==> src/rtl/mux_16x1_reg_pkg.sv <==
// Shared constants and types for the 16:1 registered lane selector.
package mux_pkg;

  localparam int MUX_N_IN  = 16;
  localparam int MUX_SEL_W = 4;

  typedef logic [MUX_SEL_W-1:0] mux_sel_t;

endpackage

==> src/rtl/mux_16x1_reg_if.sv <==
// Bus bundle for mux_16x1_reg: packed lanes, select and enable in; registered lane out.
// MUX_COMB_BYPASS_EN adds the zero-latency y_comb output.
interface mux_16x1_reg_if
  import mux_pkg::*;
#(
  parameter int DATA_W = 1
);

  logic [MUX_N_IN*DATA_W-1:0] a;
  mux_sel_t                   sel;
  logic                       en;
  logic [DATA_W-1:0]          y;
  logic                       y_vld;
`ifdef MUX_COMB_BYPASS_EN
  logic [DATA_W-1:0]          y_comb;
`endif

`ifdef MUX_COMB_BYPASS_EN
  modport master (output a, sel, en, input y, y_vld, y_comb);
  modport slave  (input a, sel, en, output y, y_vld, y_comb);
`else
  modport master (output a, sel, en, input y, y_vld);
  modport slave  (input a, sel, en, output y, y_vld);
`endif

endinterface

==> src/rtl/mux_16x1_reg_tree.sv <==
// Combinational 16:1 selector built as four levels of 2:1 muxes; level i is steered by sel_i[i].
module mux_2x1_tree_16
  import mux_pkg::*;
#(
  parameter int DATA_W = 1
) (
  input  logic [MUX_N_IN*DATA_W-1:0] a_i,
  input  mux_sel_t                   sel_i,
  output logic [DATA_W-1:0]          y_o
);

  logic [DATA_W-1:0] lvl0 [8];
  logic [DATA_W-1:0] lvl1 [4];
  logic [DATA_W-1:0] lvl2 [2];

  for (genvar k = 0; k < 8; k++) begin : g_lvl0
    assign lvl0[k] = sel_i[0] ? a_i[(2*k+1)*DATA_W +: DATA_W]
                              : a_i[(2*k)*DATA_W   +: DATA_W];
  end

  for (genvar k = 0; k < 4; k++) begin : g_lvl1
    assign lvl1[k] = sel_i[1] ? lvl0[2*k+1] : lvl0[2*k];
  end

  for (genvar k = 0; k < 2; k++) begin : g_lvl2
    assign lvl2[k] = sel_i[2] ? lvl1[2*k+1] : lvl1[2*k];
  end

  assign y_o = sel_i[3] ? lvl2[1] : lvl2[0];

endmodule

==> src/rtl/mux_16x1_reg.sv <==
// 16:1 lane selector with registered output and a one-cycle valid strobe.
// Optional MUX_COMB_BYPASS_EN exposes the unregistered selection as y_comb.
module mux_16x1_reg
  import mux_pkg::*;
#(
  parameter int DATA_W = 1
) (
  input  logic           clk,
  input  logic           rst_n,
  mux_16x1_reg_if.slave  bus
);

  logic [DATA_W-1:0] next_y;
  logic [DATA_W-1:0] y_d, y_q;
  logic              vld_d, vld_q;

  mux_2x1_tree_16 #(.DATA_W(DATA_W)) u_tree (
    .a_i   (bus.a),
    .sel_i (bus.sel),
    .y_o   (next_y)
  );

  // y holds when disabled; valid only marks cycles that followed an enabled edge
  always_comb begin
    y_d   = bus.en ? next_y : y_q;
    vld_d = bus.en;
  end

  always_ff @(posedge clk or negedge rst_n) begin
    if (!rst_n) begin
      y_q   <= '0;
      vld_q <= 1'b0;
    end else begin
      y_q   <= y_d;
      vld_q <= vld_d;
    end
  end

  assign bus.y     = y_q;
  assign bus.y_vld = vld_q;

`ifdef MUX_COMB_BYPASS_EN
  assign bus.y_comb = next_y;
`endif

endmodule

==> src/flat_wrapper.sv <==
// flat-port wrapper written by rule: the top's interface ports become plain ports
module mux_16x1_reg_flat import mux_pkg::*;
#(
  parameter int DATA_W = 1
)
  (clk, rst_n, bus_a, bus_sel, bus_en, bus_y, bus_y_vld);
  mux_16x1_reg_if #(.DATA_W(DATA_W)) bus_i ();
  input  logic clk;
  input  logic rst_n;
  input wire logic [$bits(bus_i.a)-1:0] bus_a;
  input wire logic [$bits(bus_i.sel)-1:0] bus_sel;
  input wire logic [$bits(bus_i.en)-1:0] bus_en;
  output wire logic [$bits(bus_i.y)-1:0] bus_y;
  output wire logic [$bits(bus_i.y_vld)-1:0] bus_y_vld;
  assign bus_i.a = bus_a;
  assign bus_i.sel = bus_sel;
  assign bus_i.en = bus_en;
  assign bus_y = bus_i.y;
  assign bus_y_vld = bus_i.y_vld;
  mux_16x1_reg #(.DATA_W(DATA_W)) u_core (.clk(clk), .rst_n(rst_n), .bus(bus_i));
endmodule
==> config.mk <==
export PLATFORM = sky130hd
export DESIGN_NAME = mux_16x1_reg_flat
export DESIGN_NICKNAME = d
export VERILOG_FILES = /design/src/rtl/mux_16x1_reg_pkg.sv /design/src/rtl/mux_16x1_reg_if.sv /design/src/rtl/mux_16x1_reg_tree.sv /design/src/rtl/mux_16x1_reg.sv /design/src/flat_wrapper.sv
export SDC_FILE = /design/constraint.sdc
export NUM_CORES = 1
export LEC_CHECK = 0
export CORE_AREA = 3 3 40 42
export CTS_BUF_LIST = sky130_fd_sc_hd__clkbuf_8
export DETAILED_ROUTE_END_ITERATION = 7
export DIE_AREA = 0 0 43 45
export GPL_ROUTABILITY_DRIVEN = 0
export RECOVER_POWER = 25
export REMOVE_ABC_BUFFERS = 1
export SLEW_MARGIN = 20
export SYNTH_ARGS = -nofsm -noshare
export SYNTH_HDL_FRONTEND = slang
export SYNTH_SLANG_ARGS = --single-unit
==> constraint.sdc <==
create_clock -name clk -period 1.02 [get_ports clk]
set_input_delay 0.153 -clock clk [delete_from_list [all_inputs] [get_ports clk]]
set_output_delay 0.153 -clock clk [all_outputs]
set_load 0.05 [all_outputs]
Word-level counts from Yosys, hierarchy flattened
Index checks and enable logic that the tools add are counted.
- bits in registers: 2
- bits of input ports: 23
- output and inout port bits: 2
- logic and storage cells: 17
- muxes and demuxes: 15
- operator list (cell ; number):
    $mux W1 ; 15

Depth between registers and ports, before layout
Gate-level depths: netlist of run 1.
- word-level depth: 4
- depth in mapped cells: 4
- depth with buffers taken out: 4

By module
A second synthesis of run 1 with hierarchy kept.
- cells, all modules: 10
- area, all modules: 200.2 um2
- modules (own cells, without submodules) (module ; times used ; cells an instance ; area each (um2) ; sequential area each (um2)):
    mux_2x1_tree_16 ; 1 ; 7 ; 135.1 ; 0.0
    mux_16x1_reg ; 1 ; 3 ; 65.1 ; 50.0

Least setup slack after synthesis of run 1
OpenSTA, ideal clock, no wires.
- path kind: input -> register
- start: input port bus_sel[1]
- end: register u_core.y_q (netlist: u_core.bus.y)
- library setup time: 125 ps
- data arrival time: 1118 ps
- required time: 895 ps
- slack: -223 ps
- stages on the path: 4
- path buffers: 0
- cell sequence: mux4_1 mux2i_1 mux2i_1 mux2_4
- longest elaborated chain between the ends: 3
- elaborated cells between the ends (all ways): 7
- those cells by class: mux (7)
- ends and longest elaborated chain (element ; RTL line ; source):
    start: declaration ; flat_wrapper.sv:11 ; input wire logic [$bits(bus_i.sel)-1:0] bus_sel;
    $mux W1 ; mux_16x1_reg_tree.sv:22 ; assign lvl1[k] = sel_i[1] ? lvl0[2*k+1] : lvl0[2*k];
    $mux W1 ; mux_16x1_reg_tree.sv:26 ; assign lvl2[k] = sel_i[2] ? lvl1[2*k+1] : lvl1[2*k];
    $mux W1 * ; mux_16x1_reg_tree.sv:29 ; assign y_o = sel_i[3] ? lvl2[1] : lvl2[0];
    end signal: assignment ; mux_16x1_reg.sv:34 ; y_q <= y_d;
    end: declaration ; mux_16x1_reg.sv:14 ; logic [DATA_W-1:0] y_d, y_q;
Mark *: on every way between the ends. The rest lies on a longest branch, timed or not.
A chain may end at the register's enable or synchronous reset.

Worst setup path in the final report of run 1
Ends and elaborated chain as after synthesis.

==> results of run 1 <==
[Yosys cell counts (all sizes together)]
library cell	instances
mux2i	3
dfrtp	2
mux4	4
mux2	1
[cell usage in the layout (no fill, tap or decap)]
cell	instances
buf_8	1
buf_2	16
dfrtp_1	2
mux2_4	1
mux4_2	4
buf_4	2
clkdlybuf4s50_1	2
buf_12	2
clkdlybuf4s15_2	1
clkbuf_8	3
dlygate4sd3_1	1
buf_6	1
mux2i_1	3
[power by group]
part	switching (mW)	internal, mW	total [mW]
combinational	0.0770	0.129	0.206
sequential	0.0101	0.0901	0.100
clock	0.0672	0.250	0.317
total	0.154	0.469	0.623
[per-layer routing]
metal	global-route usage (%)	vias up	part of all wire, %
li1	-	105	-
met1	12.0	100	40
met2	15.0	23	43
met3	5.98	2	14
met4	10.8	0	2.6
met5	0	-	0
[cell families (layout without fill, tap and decap cells)]
group                  after synthesis  after routing  share of synthesized area, %
buffers and inverters                0             29                             0
multiplexers                         8              8                          75.0
flip-flops                           2              2                          25.0
[flip-flops by register name, summed over array words and instances, names as in the netlist]
register	cells
u_core.bus.y	1
u_core.bus.y_vld	1
[worst max-delay path: cells and delay by family]
kind | cells | cell delay, ps
mux | 4 | 970
buf+inv | 1 | 80
[area by class of cell]
| cell class | instances | area [µm²] |
|---|---|---|
| Sequential cell | 2 | 50.0 |
| Fill cell | 134 | 837 |
| Multi-Input combinational cell | 8 | 135 |
| Tap cell | 15 | 18.8 |
| Clock buffer | 3 | 41.3 |
| Timing Repair Buffer | 26 | 203 |
[worst max path at each step]
stage                           from                  endpoint  slack [ps]
after floorplan           bus_sel[1]  u_core.bus.y$_DFFE_PN0P_        -220
after global placement    bus_sel[0]  u_core.bus.y$_DFFE_PN0P_        -840
after detailed placement  bus_sel[1]  u_core.bus.y$_DFFE_PN0P_        -860
after CTS                 bus_sel[1]  u_core.bus.y$_DFFE_PN0P_        -100
after global routing      bus_sel[1]  u_core.bus.y$_DFFE_PN0P_        -200
final                     bus_sel[1]  u_core.bus.y$_DFFE_PN0P_        -100
[through the flow]
step | TNS (ps) | util, % | cell area [µm²]
global placement | -845 | 38.5 | 494
finish | -102 | 34.9 | 448
detailed placement | -857 | 38.5 | 494
global route | -199 | 34.9 | 448
floorplan | -223 | - | 200
CTS | -101 | 34.9 | 448
==> results by group, run 1 <==
Run status
  • Outcome: complete, but fails checks
  • Failing checks: negative setup slack

Placement
  • DP Worst Slack: -857 ps
  • Placed Cells: 51
  • PortBufs: 24

Detailed routing
  • Post-Route WL: 845 µm
  • Drt first pass iters: 1
  • Wire per inst: 15.6 µm
  • DR vias/cell: 4.26
  • Final ANT Viol Nets: 0
  • DR iter-0 viols: 0
  • Vias: 230
  • DRC violations left: 0

STA
  • Worst Tran Pin Value: 134 ps
  • Final hold violations: 0
  • Setup ws final: -102 ps
  • Worst slew margin: 90.8%
  • Hold slack: 175 ps
  • Fmax: 891 MHz
  • Slew Viols, Final: 0
  • Min Tclk post-route: 1120 ps
  • Clk_skew: 0 ps
  • Setup violators final: 1
  • RSZ-0062 raised after global routing: yes
  • Final period utilization: 110%

Global routing
  • Largest net degree at the start of global routing: 4
  • Vias in the first global route: 301
  • GR Overflow Total: 0
  • First-pass GRT wire length: 1.37 mm
  • GRT Total Usage: 11.1%
  • Initial antenna violation count: 0

Worst setup path
  • CP max-delay cell: mux4_2
  • CP Data Required Time: 1110 ps
  • CP Launch Type: primary input
  • Flop2flop setup slack: 230 ps
  • Cell mode on critical path: mux2i_1
  • CP Max Fanout: 3
  • Cells on worst reg2reg path: 1
  • RR Startpoint: u_core.bus.y$_DFFE_PN0P_
  • Slowest cell delay on critical path: 480 ps
  • Crit end category: flip-flop
  • R2R Path End: u_core.bus.y$_DFFE_PN0P_
  • Critical path type: primary input to flip-flop
  • CP Cell Sequence: buf_8, mux4_2, mux2i_1, mux2i_1, mux2_4
  • CP arrival: 1210 ps

Cells and area
  • Number of diodes: 0
  • Non-Filler Instances: 54
  • Final net count: 64
  • Layout cell share with drive strength beyond 1: 79.5%
  • Area grow syn2layout: 124%

Clocking
  • CTS max path bufs: 2
  • CTS resizes: 72
  • # clock sinks: 2
  • Reg clk slew, reported paths: 30 ps
  • Post-CTS Setup Repair Bufs: 0
  • Number of CTS-inserted buffers: 3
  • Worst-skew pair later-pin latency: 210 ps
  • Root buf cell: clkbuf_8
  • H-tree Lvls: 1
  • Post-CTS Hold Buffers: 0
  • CTS tree: done

Min path
  • HP Class: primary input to asynchronous set/reset pin

Floorplanning
  • Full die area: 1940 µm²
  • Die W: 43 µm
  • Core area: 1280 µm²
  • # rows: 13
  • Starting Density: 15.6%
  • # IOs: 25
  • Die Ht: 45 µm

Yosys
  • Post-synth top area cell: mux4_1
  • Post-synth top area share: 52.5%
  • Synth Cell Area: 200 µm²
  • Syn Inst Count: 10
  • Synth warn: 0
  • FF+latch count, synth: 2
  • Yosys cell types: 4
  • Synth area leaders: mux4_1 53%, dfrtp_1 25%, mux2i_1 15%, mux2_4 7.5%
  • Avg Cell Area, Syn: 20.0 µm²
  • Sequential-to-total area share from yosys stat: 25.0%

Power and ir drop
  • Worst IR Drop VDD: 524 µV
  • Leakage power: 0.218 nW
  • PwrDens: 1390 nW/µm²
  • Total Power: 0.623 mW

Run
  • Max-cap viol count: 0
Note: power is estimated with default switching activity, not from simulation.
==> run 2: changes to the inputs <==
TNS_END_PERCENT = 100   (was not set)
==> results of run 2 <==
Final layout, timing and power as in run 1 (identical DEF).
==> run 3: changes to the inputs <==
--- a/config.mk
+++ b/config.mk
@@ -11,2 +11,3 @@
 export DIE_AREA = 0 0 43 45
+export DONT_BUFFER_PORTS = 1
 export GPL_ROUTABILITY_DRIVEN = 0
--- a/constraint.sdc
+++ b/constraint.sdc
@@ -3,2 +3,2 @@
 set_output_delay 0.153 -clock clk [all_outputs]
-set_load 0.05 [all_outputs]
+set_load 0.1 [all_outputs]
==> results by group, run 3 (synthesized netlist as in run 1, its figures left out) <==
Run status
  • Outcome: finished, final reports clean

STA
  • Hold slack: 103 ps
  • Worst slew margin: 91.6%
  • Final period utilization: 99.5%
  • Min Tclk post-route: 1010 ps
  • RSZ-0062 raised after global routing: yes
  • Worst Tran Pin Value: 122 ps
  • Fmax: 986 MHz
  • Setup violators final: 0
  • Slew Viols, Final: 0
  • Clk_skew: 0 ps
  • Setup ws final: 5.57 ps
  • Final hold violations: 0

Power and ir drop
  • Flop pwr share: 17.0%
  • Total Power: 0.594 mW
  • Leakage power: 0.123 nW
  • Clock power frac: 52.8%
  • Worst IR Drop VDD: 338 µV
  • Switching part of the total: 28.0%
  • Pint: 0.428 mW
  • Comb power frac: 30.2%
  • PwrDens: 1950 nW/µm²
  • Total net switching power: 0.167 mW

Floorplanning
  • Die W: 43 µm
  • Full die area: 1940 µm²
  • # rows: 13
  • Starting Density: 15.6%
  • Die Ht: 45 µm
  • Core area: 1280 µm²
  • # IOs: 25

Worst setup path
  • Flop2flop setup slack: 230 ps
  • Cells on worst reg2reg path: 1
  • CP Data Required Time: 1110 ps
  • RR Startpoint: u_core.bus.y$_DFFE_PN0P_
  • R2R Path End: u_core.bus.y$_DFFE_PN0P_
  • CP Launch Type: primary input
  • Worst setup path endpoint: u_core.bus.y$_DFFE_PN0P_
  • Worst Setup SP: bus_sel[1]
  • Critical path type: primary input to flip-flop
  • Crit end category: flip-flop
  • CP arrival: 1100 ps
  • CP Max Fanout: 4

Min path
  • HP Class: primary input to flip-flop

Run
  • Max-cap viol count: 0

Cells and area
  • # fillers: 145
  • Commonest non-fill, non-tap cell in the layout: mux4_2
  • Layout cell share with drive strength beyond 1: 58.8%
  • Register area: 50.0 µm²
  • Post-layout util: 23.8%
  • Final net count: 42
  • Number of diodes: 0
  • Area grow syn2layout: 52.5%
  • Most frequent cells in the layout: 4 x mux4_2, 3 x mux2i_1, 3 x clkbuf_8
  • Multi-input logic area: 135 µm²

Clocking
  • H-tree Lvls: 1
  • Post-CTS Setup Repair Bufs: 0
  • Root buf cell: clkbuf_8
  • # clock sinks: 2
  • Number of CTS-inserted buffers: 3
  • Worst-skew pair later-pin latency: 210 ps
  • Reg clk slew, reported paths: 30 ps
  • CTS tree: done
  • CTS max path bufs: 2

Detailed routing
  • DR vias/cell: 4.88
  • DR iter-0 viols: 3
  • DRC violations left: 0
  • Wire per inst: 22.1 µm
  • Post-Route WL: 707 µm
  • Vias: 156
  • Drt first pass iters: 2
  • Final ANT Viol Nets: 0

Global routing
  • GR Overflow Total: 0
  • First-pass GRT wire length: 1.06 mm
  • GRT Total Usage: 9.08%
  • Largest net degree at the start of global routing: 5
  • Vias in the first global route: 213
  • Initial antenna violation count: 0

Placement
  • DP Worst Slack: -273 ps
  • PortBufs: 0
-- run 3: cell count changes in the layout (fill, tap and decap cells not counted) --
cell,previous run,this run
buf_8,1,0
dlygate4sd3_1,1,2
buf_4,2,0
buf_2,16,0
buf_6,1,0
clkdlybuf4s50_1,2,0
clkdlybuf4s15_2,1,0
-- run 3: power by group through the flow --
stage	clock network (mW)	logic (mW)	registers (mW)
6_report	0.314	0.179	0.101
5_1_grt	0.326	0.185	0.102
4_1_cts	0.324	0.180	0.101
3_5_place_dp	0	0.170	0.102
3_3_place_gp	0	0.168	0.101
2_1_floorplan	0	0.0495	0.169
-- run 3: repair_timing --
action,in CTS,in global routing
endpoints found under the setup margin,1,1
gates resized for setup,4,0
hold buffers,2,0
hold endpoints to repair,3,0
-- run 3: how the worst min path moves through the flow --
| stage | startpoint | endpoint | slack, ps | depth (start not counted) |
|---|---|---|---|---|
| 6_report | bus_en | u_core.bus.y$_DFFE_PN0P_ | 100 | 1 |
| 3_3_place_gp | rst_n | u_core.bus.y$_DFFE_PN0P_ | -140 | 0 |
| 3_5_place_dp | rst_n | u_core.bus.y$_DFFE_PN0P_ | -140 | 0 |
| 4_1_cts | bus_en | u_core.bus.y$_DFFE_PN0P_ | 100 | 1 |
| 5_1_grt | bus_en | u_core.bus.y$_DFFE_PN0P_ | 100 | 1 |
| 2_1_floorplan | rst_n | u_core.bus.y$_DFFE_PN0P_ | -140 | 0 |
-- run 3: final cells by class --
cell class | instances | area share [%]
Clock buffer | 3 | 13.5
Multi-Input combinational cell | 8 | 44.3
Sequential cell | 2 | 16.4
Tap cell | 15 | 6.15
Timing Repair Buffer | 4 | 19.7
-- run 3: per-layer routing --
layer | vias to the layer above | wire length [µm] | share of wire [%] | GRT usage (%)
met1 | 68 | 240 | 34 | 8.66
met2 | 23 | 274 | 39 | 10.2
li1 | 61 | - | - | -
met5 | - | 0 | 0 | 0
met3 | 4 | 168 | 24 | 8.37
met4 | 0 | 24 | 3.4 | 10.8
-- run 3: worst max-delay path: stages --
cell     delay [ps]
mux4_2          460
mux2i_1         150
mux2i_1          90
mux2_4          250
-- run 3: metrics by stage --
step	cells	setup TNS [ps]	cell area (µm²)
2_1_floorplan	10	-285	200
3_3_place_gp	27	-247	259
3_5_place_dp	27	-273	259
4_1_cts	32	0	305
5_1_grt	32	-55.3	305
6_report	32	0	305
